==> config.mk <==
export PLATFORM = sky130hd
export DESIGN_NAME = uart_csr_fifo
export DESIGN_NICKNAME = d
export VERILOG_FILES = /design/src/rtl/uart_csr_fifo.sv
export SDC_FILE = /design/constraint.sdc
export NUM_CORES = 1
export LEC_CHECK = 0
export ABC_CLOCK_PERIOD_IN_PS = 3200
export CORE_ASPECT_RATIO = 0.7
export CORE_MARGIN = 2
export CORE_UTILIZATION = 30
export CTS_CLUSTER_DIAMETER = 80
export DETAILED_ROUTE_END_ITERATION = 12
export MAX_ROUTING_LAYER = met4
export PLACE_DENSITY_LB_ADDON = 0.3
export SLEW_MARGIN = 40
export SYNTH_ARGS = -nofsm -noshare
export SYNTH_HDL_FRONTEND = slang
export SYNTH_SLANG_ARGS = --single-unit
==> constraint.sdc <==
create_clock -name clk -period 3.2 [get_ports clk]
set_input_delay 0.64 -clock clk [delete_from_list [all_inputs] [get_ports clk]]
set_output_delay 0.64 -clock clk [all_outputs]
set_load 0.02 [all_outputs]
==> src/rtl/uart_csr_fifo.sv <==
// UART register bank: TX/RX FIFOs, sticky write-1-to-clear status, interrupt enables, baud and CTRL registers.
// Define UART_LOOPBACK_EN to build CTRL[2] loopback (TX pops feed the RX FIFO).
module uart_csr_fifo #(
  parameter int DATA_W   = 8,
  parameter int TX_DEPTH = 8,
  parameter int RX_DEPTH = 8,
  parameter int DVSR_W   = 11
) (
  input  logic              clk,
  input  logic              rst_n,
  input  logic              we,
  input  logic              re,
  input  logic [4:0]        address,
  input  logic [31:0]       wdata,
  output logic [31:0]       rdata,
  output logic [DATA_W-1:0] tx_data,
  output logic              tx_start,
  input  logic              tx_done,
  output logic [DVSR_W-1:0] dvsr,
  output logic              stop2,
  input  logic [DATA_W-1:0] rx_data,
  input  logic              rx_done,
  output logic              tx_int,
  output logic              rx_int
);
  localparam int TX_AW = $clog2(TX_DEPTH);
  localparam int RX_AW = $clog2(RX_DEPTH);
  localparam logic [TX_AW:0] TX_FULL_CNT = (TX_AW+1)'(TX_DEPTH);
  localparam logic [RX_AW:0] RX_FULL_CNT = (RX_AW+1)'(RX_DEPTH);

  // Bus handshake: we/re are single-cycle strobes qualified by address. Writes commit at the
  // posedge, rdata is combinational, and an RXDATA read with re pops only when data is present.
  logic [2:0] index;
  assign index = address[4:2];

  logic [DATA_W-1:0] tx_mem [TX_DEPTH];
  logic [DATA_W-1:0] rx_mem [RX_DEPTH];
  logic [TX_AW-1:0]  tx_wr_ptr, tx_rd_ptr;
  logic [RX_AW-1:0]  rx_wr_ptr, rx_rd_ptr;
  logic [TX_AW:0]    tx_count;
  logic [RX_AW:0]    rx_count;
  logic              tx_empty, tx_full, tx_wr, tx_push, tx_pop;
  logic              rx_empty, rx_full, rx_push, rx_pop;
  logic              rx_in_valid;
  logic [DATA_W-1:0] rx_in_data, rx_head;
  logic              ctrl_tx_en, ctrl_loop;
  logic              st_tx_done, st_tx_ovf, st_rx_ovf;
  logic [3:0]        ie;
  logic              w_status;
  logic              unused_bits;

  assign unused_bits = ^{address[1:0], wdata};

  assign tx_empty = (tx_count == '0);
  assign tx_full  = (tx_count == TX_FULL_CNT);
  assign tx_wr    = we && (index == 3'd0);
  assign tx_pop   = tx_done && !tx_empty;
  // A pop in the same cycle frees the slot, so a push into a full FIFO is still accepted.
  assign tx_push  = tx_wr && (!tx_full || tx_pop);
  assign tx_data  = tx_empty ? '0 : tx_mem[tx_rd_ptr];
  assign tx_start = ctrl_tx_en && !tx_empty;

`ifdef UART_LOOPBACK_EN
  assign rx_in_valid = ctrl_loop ? tx_pop : rx_done;
  assign rx_in_data  = ctrl_loop ? tx_data : rx_data;
`else
  assign ctrl_loop   = 1'b0;
  assign rx_in_valid = rx_done;
  assign rx_in_data  = rx_data;
`endif

  assign rx_empty = (rx_count == '0);
  assign rx_full  = (rx_count == RX_FULL_CNT);
  assign rx_pop   = re && (index == 3'd3) && !rx_empty;
  assign rx_push  = rx_in_valid && (!rx_full || rx_pop);
  assign rx_head  = rx_mem[rx_rd_ptr];
  assign w_status = we && (index == 3'd4);

  always_ff @(posedge clk) begin
    if (tx_push) tx_mem[tx_wr_ptr] <= wdata[DATA_W-1:0];
    if (rx_push) rx_mem[rx_wr_ptr] <= rx_in_data;
  end

  always_ff @(posedge clk) begin
    if (!rst_n) begin
      tx_wr_ptr  <= '0;
      tx_rd_ptr  <= '0;
      tx_count   <= '0;
      rx_wr_ptr  <= '0;
      rx_rd_ptr  <= '0;
      rx_count   <= '0;
      dvsr       <= '0;
      ctrl_tx_en <= 1'b0;
      stop2      <= 1'b0;
`ifdef UART_LOOPBACK_EN
      ctrl_loop  <= 1'b0;
`endif
      ie         <= '0;
      st_tx_done <= 1'b0;
      st_tx_ovf  <= 1'b0;
      st_rx_ovf  <= 1'b0;
    end else begin
      if (tx_push) tx_wr_ptr <= tx_wr_ptr + 1'b1;
      if (tx_pop)  tx_rd_ptr <= tx_rd_ptr + 1'b1;
      if (tx_push && !tx_pop)      tx_count <= tx_count + 1'b1;
      else if (tx_pop && !tx_push) tx_count <= tx_count - 1'b1;

      if (rx_push) rx_wr_ptr <= rx_wr_ptr + 1'b1;
      if (rx_pop)  rx_rd_ptr <= rx_rd_ptr + 1'b1;
      if (rx_push && !rx_pop)      rx_count <= rx_count + 1'b1;
      else if (rx_pop && !rx_push) rx_count <= rx_count - 1'b1;

      if (we && index == 3'd1) dvsr <= wdata[DVSR_W-1:0];
      if (we && index == 3'd2) begin
        ctrl_tx_en <= wdata[0];
        stop2      <= wdata[1];
`ifdef UART_LOOPBACK_EN
        ctrl_loop  <= wdata[2];
`endif
      end
      if (we && index == 3'd5) ie <= wdata[3:0];

      // Set terms are OR-ed after the clear so a same-cycle event beats the W1C.
      st_tx_done <= tx_done || (st_tx_done && !(w_status && wdata[0]));
      st_tx_ovf  <= (tx_wr && tx_full && !tx_pop) || (st_tx_ovf && !(w_status && wdata[2]));
      st_rx_ovf  <= (rx_in_valid && rx_full && !rx_pop) || (st_rx_ovf && !(w_status && wdata[3]));
    end
  end

  always_comb begin
    rdata = '0;
    case (index)
      3'd0: begin
        rdata     = 32'(tx_count);
        rdata[31] = tx_full;
        rdata[30] = tx_empty;
      end
      3'd1: rdata = 32'(dvsr);
      3'd2: rdata = {29'd0, ctrl_loop, stop2, ctrl_tx_en};
      3'd3: begin
        if (!rx_empty) begin
          rdata     = 32'(rx_head);
          rdata[31] = 1'b1;
        end
      end
      3'd4: rdata = {26'd0, rx_full, tx_full, st_rx_ovf, st_tx_ovf, !rx_empty, st_tx_done};
      3'd5: rdata = {28'd0, ie};
      default: rdata = '0;
    endcase
  end

  assign tx_int = ie[0] && st_tx_done;
  assign rx_int = |(ie[3:1] & {st_rx_ovf, st_tx_ovf, !rx_empty});
endmodule

==> impl_metrics.ini <==
[sta]
report.final.slew_viol_count = 0
holdWs_ns = 0.480
post-route-min-period_ns = 3.07
hold_viol_final = 0
tightest_slew_ns = 0.657
slew-limit-headroom_pct = 55.6
final-setup-viol-count = 0
min_period_over_period_pct = 96.0
rsz0062_at_grt = no
finalClockSkew_ns = 0.00798
max_freq_ghz = 0.326

[detailed_routing]
ant_nets = 0
drcViolationCount = 0
drtIter0Drc = 342
vias_per_cell = 4.61
num_vias = 4321
wirelength_um = 16300
first_pass_iters = 5
post_drt_wl_per_cell_um = 17.3

[cts]
cts_tree = done
cts_max_level = 4
insertion_delay_ns = 0.42
cts_sinks = 174
cts_buffers = 17
cts_setup_buffers = 0
clockBufferDepth = 2
clk_pin_slew_ns = 0.07
root_buffer = clkbuf_16
cts-hold-fix-buffers = 0

[synth]
synth_seq_cells = 174
netlist_area_um2 = 7430
synth_area_per_cell_um2 = 15.0
synth-edff-count = 128
synth.top_cell.area_share_pct = 51.7
synth_cell_types = 50
synth_area_leaders = edfxtp_1 (52%), dfxtp_1 (12%), mux4_2 (11%)
yosysTopAreaCell = edfxtp_1
synth_ff_type = edfxtp_1
ys_seq_area_share_pct = 64.1
async_flop_share_pct = 0
ys_warn_count = 0
synth_cells = 494

[final_layout]
diodes = 0
drive_gt1_share_pct = 20.4
instances_no_fill = 938
fillerInstances = 2319
final_common_cell = edfxtp_1
area_delta_synth_final_pct = 24.1
final_util_pct = 37.6
final_cell_mix = edfxtp_1 (128), buf_4 (51), clkdlybuf4s50_1 (49)
nNetsFinal = 663

[place]
dp_cells = 906
port-buffer-count = 63
gp_congestion = 0.746
dp.final_hpwl_um = 11600

[floorplan]
coreArea_um2 = 24500
die_area_um2 = 26100
start_util_pct = 30.3
fp.dieW_um = 192
die-height_um = 136
num_rows = 48
io_pins = 106

[global_route]
grt_max_degree = 46
grt_pass1_wl_um = 25200
antenna_found_initial = 0
grtUsageTotal_pct = 13.5
grt_pass1_vias = 4356
grt_remaining_overflow = 0

[worst_setup_path]
reg2reg_depth = 9
worstPathArrival_ns = 2.43
worstSetupPathType = flop to output pin
ff2ff_setup_slack_ns = 0.60
timing.rr.start = tx_count[0]
worstReg2RegEnd = tx_count[3]
required_ns = 2.56
startpoint_type = flop
path_max_fanout = 8
endpoint = rdata[2]
cp-end-kind = output pin
crit_start = rx_count[3]

[power_and_ir_drop]
p_int_uw = 4320
clkPwrFrac_pct = 35.6
switching_share_pct = 26.2
combPwrFrac_pct = 19.4
switching_power_uw = 1540
seqPwrFrac_pct = 45.0
power_uw = 5850
power_density_nw_per_um2 = 635
ir_drop_v = 0.000270
cellLeakagePower_uw = 0.00319

[status]
status = completed

[min_path]
hp-class = flop to flop
hold_depth = 2

[flow_run]
cap_viol_max_count = 0
-- final cells by class --
cell class | count | area (um2) | share of cell area [%]
sequential | 174 | 4760 | 51.7
clock buffer | 18 | 429 | 4.65
multi-input combinational | 286 | 2430 | 26.3
inverter | 7 | 31.3 | 0.339
clock inverter | 14 | 165 | 1.79
timing repair buffer | 114 | 1000 | 10.8
tap | 325 | 407 | 4.41
-- cells by family (layout without fill, tap and decap cells) --
family / Yosys count / after routing / share of synthesized area (%)
adder cells (fa/ha/maj): 12 / 12 / 2.22
other: 1 / 19 / 0.0504
AND/OR/NAND/NOR: 142 / 142 / 10.3
AO/OA/AOI/OAI: 48 / 48 / 4.56
multiplexers: 55 / 55 / 13.3
buffers and inverters: 52 / 153 / 4.26
flip-flops: 174 / 174 / 64.1
XOR/XNOR: 10 / 10 / 1.18
-- through the flow --
step | worst slack, ns | TNS (ns) | area (um2)
3_5_place_dp | -0.240 | -2.09 | 8640
3_3_place_gp | -0.216 | -1.76 | 8640
4_1_cts | 0.00338 | 0 | 9220
2_1_floorplan | 0.361 | 0 | 7500
6_report | 0.130 | 0 | 9220
5_1_grt | 0.0110 | 0 | 9220
-- sequential cells by signal, indices dropped and copies added (netlist names), named ones only --
signal      cells
rx_wr_ptr       3
rx_count        4
tx_wr_ptr       3
rx_rd_ptr       3
ie              4
st_tx_done      1
ctrl_tx_en      1
st_rx_ovf       1
rx_mem         64
stop2           1
tx_mem         64
st_tx_ovf       1
tx_rd_ptr       3
tx_count        4
dvsr           11
-- worst min path at each step --
stage / from / end / slack [ns]
after floorplan: rx_count[3] / rx_count[3] / 0.46
after global placement: dvsr[9] / dvsr[9] / 0.47
after detailed placement: dvsr[10] / dvsr[10] / 0.48
after CTS: dvsr[10] / dvsr[10] / 0.49
after global routing: dvsr[10] / dvsr[10] / 0.51
final: dvsr[10] / dvsr[10] / 0.48
-- synth_stat cells (all sizes together), types with 3 or more instances --
| cell type | instances |
|---|---|
| nor2 | 21 |
| edfxtp | 128 |
| mux2i | 19 |
| a22oi | 9 |
| o21ai | 6 |
| a31oi | 3 |
| a21boi | 15 |
| clkbuf | 13 |
| inv | 6 |
| ha | 10 |
| nor3 | 8 |
| or4b | 3 |
| buf | 32 |
| nand2 | 44 |
| nand3 | 10 |
| and2 | 18 |
| dfxtp | 46 |
| xnor2 | 10 |
| nand2b | 9 |
| nor4 | 3 |
| a21oi | 4 |
| mux4 | 35 |
| nor2b | 14 |
-- power by group through the flow --
| stage | registers [uW] | clock network [uW] | logic (uW) |
|---|---|---|---|
| global placement | 2680 | 0 | 1130 |
| finish | 2640 | 2080 | 1140 |
| detailed placement | 2690 | 0 | 1160 |
| global route | 2650 | 2220 | 1250 |
| CTS | 2640 | 2130 | 1150 |
| floorplan | 2650 | 0 | 768 |
-- critical path: stages, from the launching register on --
cell	delay, ns
dfxtp_1	0.34
or4_4	0.61
and4b_1	0.25
buf_4	0.18
a22oi_1	0.20
o21ai_1	0.10
dlygate4sd2_1	0.33
-- metal layers --
metal / track usage (%) / vias up / share of wire [%] / routed length (um)
met1: 18.0 / 2190 / 47 / 7710
met3: 3.08 / 7 / 4.5 / 725
met5: - / - / 0 / 0
li1: - / 2046 / - / -
met2: 20.4 / 78 / 47 / 7680
met4: 4.24 / 0 / 0.92 / 150
-- what timing repair did --
action,CTS,global route
endpoints found under the setup margin,13,6
pin swaps,1,2
resized for setup,14,2
No activity file was read; power rests on OpenSTA's default activity.
